File: src/rtl/iob_bus_arb2.sv
// Round-robin 2:1 IOb arbiter with 1-cycle arbitration; ownership held while reads are outstanding.
// Requests forwarded combinationally in OWN states; stalls at MAX_OUTST outstanding reads.
module iob_bus_arb2 #(
  parameter int ADDR_W    = 32,
  parameter int DATA_W    = 32,
  parameter int MAX_OUTST = 4
) (
  input  logic                clk,
  input  logic                rst_n,
  input  logic                m0_valid,
  input  logic [ADDR_W-1:0]   m0_addr,
  input  logic [DATA_W-1:0]   m0_wdata,
  input  logic [DATA_W/8-1:0] m0_wstrb,
  output logic                m0_ready,
  output logic                m0_rvalid,
  output logic [DATA_W-1:0]   m0_rdata,
  input  logic                m1_valid,
  input  logic [ADDR_W-1:0]   m1_addr,
  input  logic [DATA_W-1:0]   m1_wdata,
  input  logic [DATA_W/8-1:0] m1_wstrb,
  output logic                m1_ready,
  output logic                m1_rvalid,
  output logic [DATA_W-1:0]   m1_rdata,
  output logic                s_valid,
  output logic [ADDR_W-1:0]   s_addr,
  output logic [DATA_W-1:0]   s_wdata,
  output logic [DATA_W/8-1:0] s_wstrb,
  input  logic                s_ready,
  input  logic                s_rvalid,
  input  logic [DATA_W-1:0]   s_rdata,
  output logic                owner,
  output logic                busy,
  output logic                err
);
  localparam int CW = $clog2(MAX_OUTST + 1);
  localparam logic [CW-1:0] MAX_C = CW'(MAX_OUTST);

  typedef enum logic [1:0] {IDLE = 2'd0, OWN0 = 2'd1, OWN1 = 2'd2} state_t;

  state_t        state, state_nxt;
  logic [CW-1:0] cnt, cnt_nxt;
  logic          served, served_nxt;
  logic          last, last_nxt;
  logic          own, own_nxt;
  logic          err_q, err_nxt;
  logic          sel, room, cur_valid, oth_valid, accept, rd_accept, rsp;

  always_comb begin
    sel       = (state == OWN1);
    room      = (cnt < MAX_C);
    cur_valid = sel ? m1_valid : m0_valid;
    oth_valid = sel ? m0_valid : m1_valid;
    s_valid   = (state != IDLE) & cur_valid & room;
    s_addr    = '0;
    s_wdata   = '0;
    s_wstrb   = '0;
    if (state == OWN0) begin
      s_addr  = m0_addr;
      s_wdata = m0_wdata;
      s_wstrb = m0_wstrb;
    end else if (state == OWN1) begin
      s_addr  = m1_addr;
      s_wdata = m1_wdata;
      s_wstrb = m1_wstrb;
    end
    m0_ready  = (state == OWN0) & s_ready & room;
    m1_ready  = (state == OWN1) & s_ready & room;
    accept    = s_valid & s_ready;
    rd_accept = accept & (s_wstrb == '0);
    // A response with nothing outstanding is dropped, never routed
    rsp       = s_rvalid & (cnt != '0);
    m0_rvalid = rsp & (state == OWN0);
    m1_rvalid = rsp & (state == OWN1);
  end

  assign m0_rdata = s_rdata;
  assign m1_rdata = s_rdata;
  assign owner    = own;
  assign busy     = (state != IDLE);
  assign err      = err_q;

  always_comb begin
    state_nxt  = state;
    cnt_nxt    = cnt;
    served_nxt = served | accept;
    last_nxt   = last;
    own_nxt    = own;
    err_nxt    = err_q | (s_rvalid & (cnt == '0));
    if (rd_accept && !rsp) cnt_nxt = cnt + 1'b1;
    else if (rsp && !rd_accept) cnt_nxt = cnt - 1'b1;
    case (state)
      IDLE: begin
        if (m0_valid && (!m1_valid || last)) begin
          state_nxt = OWN0;
          own_nxt   = 1'b0;
        end else if (m1_valid) begin
          state_nxt = OWN1;
          own_nxt   = 1'b1;
        end
      end
      OWN0, OWN1: begin
        // Counting this cycle's accept as service lets a waiting master in right after a write
        if (cnt_nxt == '0 && (!cur_valid || (served_nxt && oth_valid))) begin
          state_nxt  = IDLE;
          last_nxt   = sel;
          served_nxt = 1'b0;
        end
      end
      default: state_nxt = IDLE;
    endcase
  end

  always_ff @(posedge clk or negedge rst_n) begin
    if (!rst_n) begin
      state  <= IDLE;
      cnt    <= '0;
      served <= 1'b0;
      last   <= 1'b1;
      own    <= 1'b0;
      err_q  <= 1'b0;
    end else begin
      state  <= state_nxt;
      cnt    <= cnt_nxt;
      served <= served_nxt;
      last   <= last_nxt;
      own    <= own_nxt;
      err_q  <= err_nxt;
    end
  end
endmodule

File: config.mk
export PLATFORM = sky130hd
export DESIGN_NAME = iob_bus_arb2
export DESIGN_NICKNAME = d
export VERILOG_FILES = /design/src/rtl/iob_bus_arb2.sv
export SDC_FILE = /design/constraint.sdc
export NUM_CORES = 1
export LEC_CHECK = 0
export CORE_AREA = 2 2 120 122
export DETAILED_ROUTE_END_ITERATION = 7
export DIE_AREA = 0 0 122 124
export GPL_TIMING_DRIVEN = 0
export PLACE_DENSITY = 0.61
export SETUP_SLACK_MARGIN = 0.02
export SLEW_MARGIN = 0
export SYNTH_ARGS = -nofsm -noshare
export SYNTH_HDL_FRONTEND = slang
export SYNTH_SLANG_ARGS = --single-unit
File: constraint.sdc
create_clock -name clk -period 3.23 [get_ports clk]
set_clock_uncertainty 0.2 [all_clocks]
set_input_delay 0.4845 -clock clk [delete_from_list [all_inputs] [get_ports clk]]
set_output_delay 0.4845 -clock clk [all_outputs]
set_load 0.02 [all_outputs]
* Word level (Yosys, flattened, before mapping)
Cells that the tools add are included.
Operators by class: $lt $le $gt $ge 1, reductions and logical operators 22, muxes and demuxes 18, $add $sub $neg 2, equality and inequality tests 4, bitwise gates (word level) 14
Operators with widths (count):
- 32-bit 2-to-1 mux | 4
- 1-bit AND | 12
- 4-bit 2-to-1 mux | 2
- 3-bit logical NOT | 2
- 1-bit 2-to-1 mux | 6
- 2-bit 2-to-1 mux | 3
- 3-bit 2-to-1 mux | 2
- 2-bit AND reduction | 3
- 1-bit logical AND | 5
- 1-bit logical NOT | 4
- 4-bit logical NOT | 1
- 2-bit one-hot mux with 2 select lines | 1
- 2-bit nonzero test | 2
- 3-bit by 1-bit adder with 3-bit output (second input constant) | 1
- 3-bit less-than comparator (second input constant) | 1
- 3-bit != test (second input constant) | 1
- 3-bit nonzero test | 1
- 3-bit by 1-bit subtractor with 3-bit output (second input constant) | 1
- 2-bit by 1-bit equality test with 1-bit output (second input constant) | 1
- 2-bit equality test (second input constant) | 1
- 2-bit logical NOT | 1
- 1-bit logical OR | 2
- 2-bit != test (second input constant) | 1
- 1-bit bitwise OR | 2
- 2-bit OR reduction | 1
Word-level totals: bits in registers 9, bits of input ports 174, logic and storage cells 67, output and inout bits 140

* Longest topological paths before layout
depth in word-level cells 14, gate-level depth with buffers 11, gate-level depth less buffers 9

* Least setup slack after synthesis
No wires, ideal clock.
path kind reg-to-reg, from register state[1], to register state[1], setup time 131 ps, stages on the path, launching flop included 12, period minus slack after synthesis 2554 ps, required time 2899 ps, path slack 676 ps, data arrival time 2224 ps, path buffers 2, path through dfrtp_1 -> inv_1 -> ha_1 -> buf_6 -> nor2b_2 -> buf_4 -> o41a_1 -> nor2_1 -> a221o_1 -> o41ai_2 -> mux2i_1 -> o31ai_1
Between the ends: cells in the longest elaborated chain, start to end 14, elaborated cells on any way between the ends 29, those cells by class eq/ne: 4; mux: 7; bitwise: 5; reduce/logical: 13
Ends and longest elaborated chain:
- start: declaration | line 40 | state_t state, state_nxt;
- start signal: assignment | line 122 | state <= state_nxt;
- 2-bit equality test | line 49, 61
- 1-bit 2-to-1 mux | line 51 | cur_valid = sel ? m1_valid : m0_valid;
- 1-bit AND (2 in series) | line 53 | s_valid = (state != IDLE) & cur_valid & room;
- 1-bit AND | line 68 | accept = s_valid & s_ready;
- 1-bit AND (*) | line 69 | rd_accept = accept & (s_wstrb == '0);
- 1-bit logical NOT | line 90 | else if (rsp && !rd_accept) cnt_nxt = cnt - 1'b1;
- 1-bit logical AND | line 90
- 3-bit 2-to-1 mux | line 90
- 3-bit 2-to-1 mux (*) | line 89 | if (rd_accept && !rsp) cnt_nxt = cnt + 1'b1;
- via cnt_nxt[2] | line 41 | logic [CW-1:0] cnt, cnt_nxt;
- 3-bit logical NOT (*) | line 103 | if (cnt_nxt == '0 && (!cur_valid || (served_nxt && oth_valid))) begin
- 1-bit logical AND (*) | line 103
- 2-bit != test (no line) (*)
- 2-bit AND reduction (no line) (*)
The timed path passes the listed nets; every way through them passes the cells marked *. A chain may end at the register's enable or synchronous reset.

* Final worst setup path
from register state[1], to output port s_wdata[24]
Between the ends: cells in the longest elaborated chain, start to end 3, elaborated cells on any way between the ends 4, those cells by class eq/ne: 2; mux: 2
Ends and longest elaborated chain:
- 2-bit equality test | line 61 | end else if (state == OWN1) begin
- 32-bit 2-to-1 mux | line 61
- 32-bit 2-to-1 mux (*) | line 57 | if (state == OWN0) begin
- end: declaration | line 26 | output logic [DATA_W-1:0] s_wdata,
Mark *: on every way between the ends. The rest lies on a longest branch, timed or not.

==> reports/summary.txt <==
Hold WC Path Type -> reg -> reg
Max clock buf depth -> 2
CTS Buf Count -> 3
fin crit share -> 94.5%
antenna violations before repair -> 1
Mapped Nets -> 402
Slew @ Worst Pin -> 447 ps
Distinct cells, synth -> 38
antenna-violating nets left -> 0
Final #Nets -> 688
clock sink total -> 9
GR Util met3 -> 4.17%
htree depth -> 1
max cap viols -> 0
WP data required -> 2550 ps
P_leak -> 0.00222 uW
sequential fraction of the synthesis area -> 12.1%
largest area contributor in the netlist -> a22o_1
vias in the first global route -> 2,795
core area -> 0.0137 mm^2
outcome -> complete, no violations
row count -> 43
detailed placement HPWL -> 9.97 mm
DR pass1 iterations -> 6
via total after detailed routing -> 2,785
Finished Cell Area -> 0.00498 mm^2
RSZ-0062 raised after global routing -> false
starting density of the core -> 13.6%
WL/cell -> 16.7 um
Slew HR -> 69.9%
hold path cells -> 1
synthesized area -> 0.00187 mm^2
Max Slew Vio Count -> 0
critical path peak fanout -> 10
CP Class -> reg -> out
power per cell area -> 621 mW/mm^2
Worst Hold Launch -> err$_DFF_PN0_
Syn-to-layout area delta -> 167%
hold worst-path end -> err$_DFF_PN0_
Post-synth top cells -> a22o_1, buf_4, clkbuf_1
worst hold slack -> 282 ps
DRC -> 0
top cell type's share of synthesized area -> 31.4%
fin crit period -> 3050 ps
Worst EP arrival -> 2370 ps
Setup Fix Bufs, Post-CTS -> 0
vias per std cell -> 4.05
clk slew on worst S/H paths -> 40 ps
ys async rst share -> 100%
CP endpoint kind -> output port
met2 Track Usage GR -> 25.7%
Overflow after GRT -> 0
number of synthesized flops with an enable pin -> 0
Top Ports -> 314
Post-Route WL -> 11.5 mm
RR Endpoint -> state[1]$_DFFE_PN0P_
1st-iter DRT viols -> 81
Yosys reg bits -> 9
GRT busiest layer -> met2
DP Area -> 0.00491 mm^2
Final Hold Viols -> 0
post-synthesis cell count -> 221
All-Layer GR Usage -> 13.6%
R2R cell count -> 11
layout cells sized above 1 -> 17.0%
largest net degree at the start of global routing -> 11
CP startpoint kind -> register
CTS root buf -> clkbuf_16
grt met1 use -> 15.2%
number of warnings issued by yosys -> 0
Reg2Reg Launch Point -> state[1]$_DFFE_PN0P_
routability cong. -> 0.888
Top FF cell, synth -> dfrtp_1
highest clock rate -> 328 MHz
Die H -> 124 um
CTS tree -> built
dominant cells by area after synthesis -> a22o_1, buf_4, dfrtp_1, ha_1, clkbuf_1
Die W -> 122 um
first-pass GRT wire length -> 16.0 mm
Peak VDD IR -> 0.000367 V
Avg Inst Size Synth -> 8.46 um^2
Final setup viols -> 0
I/O Buffers -> 281
most numerous cell in the Yosys netlist -> a22o_1
die area -> 0.0151 mm^2
R2R setup slack -> 350 ps
Clock Latency Late Sink -> 240 ps
## registers in the layout, summed over array words and instances, names as in the netlist
| register | cells |
|---|---|
| state | 2 |
| served | 1 |
| owner | 1 |
| cnt | 3 |
| err | 1 |
| last | 1 |
## stage by stage
stage / power, uW / setup WS, ps / setup TNS (ps) / instances / util [%]
floorplan: 1700 / 676 / 0 / 221 / -
global placement: 2960 / -385 / -8480 / 682 / 35.8
detailed placement: 2980 / -408 / -8940 / 682 / 35.8
CTS: 3140 / 91.8 / 0 / 686 / 36.2
global route: 3290 / 16.3 / 0 / 686 / 36.3
finish: 3090 / 178 / 0 / 687 / 36.3
## critical path: stages (launching register included)
cell	delay (ps)
dfrtp_1	390
inv_1	100
ha_1	190
buf_6	150
nor2b_2	100
buf_4	150
clkbuf_2	240
a22o_1	180
clkdlybuf4s50_1	610
## worst max-delay path by stage
stage / startpoint / end / depth (start not counted)
floorplan: state[1]$_DFFE_PN0P_ / state[1]$_DFFE_PN0P_ / 11
global placement: state[0]$_DFFE_PN0P_ / s_addr[25] / 8
detailed placement: state[1]$_DFFE_PN0P_ / s_addr[25] / 9
CTS: state[1]$_DFFE_PN0P_ / s_wdata[5] / 8
global route: state[1]$_DFFE_PN0P_ / s_wdata[17] / 8
finish: state[1]$_DFFE_PN0P_ / s_wdata[24] / 8
## power by group
group,internal [uW],total (uW),switching (uW)
clock,165,221,55.7
combinational,1270,2670,1390
sequential,166,209,42.5
total,1600,3090,1490
## cell type report
type                       count  area, um^2
sequential                     9         226
tap                          180         225
antenna                        1        2.50
inverter                       7        26.3
multi-input combinational    125        1060
fill                        1437        8740
clock buffer                   4        78.8
timing repair buffer         281        2790
buffer                        80         573
## placed cells by master, fill, tap and decap left out, drive strengths merged, types with 3 or more instances in the layout
cell,instances
a21oi,3
a22o,67
and3,3
buf,69
clkbuf,15
clkdlybuf4s50,247
dfrtp,8
dlygate4sd2,30
dlymetal6s2s,4
ha,7
inv,7
nand2,8
nor2,5
o21ai,3
o41ai,3
## metal layers
layer | routed length (um) | part of all wire [%]
met5 | 0 | 0
met4 | 95 | 0.83
met3 | 1180 | 10
met2 | 5920 | 51
met1 | 4300 | 37
## what timing repair did
| action | 4_1_cts | 5_1_grt |
|---|---|---|
| endpoints found under the setup margin | 67 | 8 |
| gates resized for setup | 41 | 7 |
| hold buffers | 0 | 0 |
## cells by family (layout without fill, tap and decap cells)
family | after synthesis | count (layout) | share of synthesized area, %
AOI/OAI and AO/OA | 85 | 85 | 40.4
xor gates and xnor gates | 2 | 2 | 0.937
adders and majority gates | 7 | 7 | 4.69
buffers and inverters | 87 | 372 | 30.9
DFF | 9 | 9 | 12.1
muxes | 4 | 4 | 2.48
other | 0 | 1 | 0
and+or+nand+nor | 27 | 27 | 8.43
(Power assumes the default switching activity.)
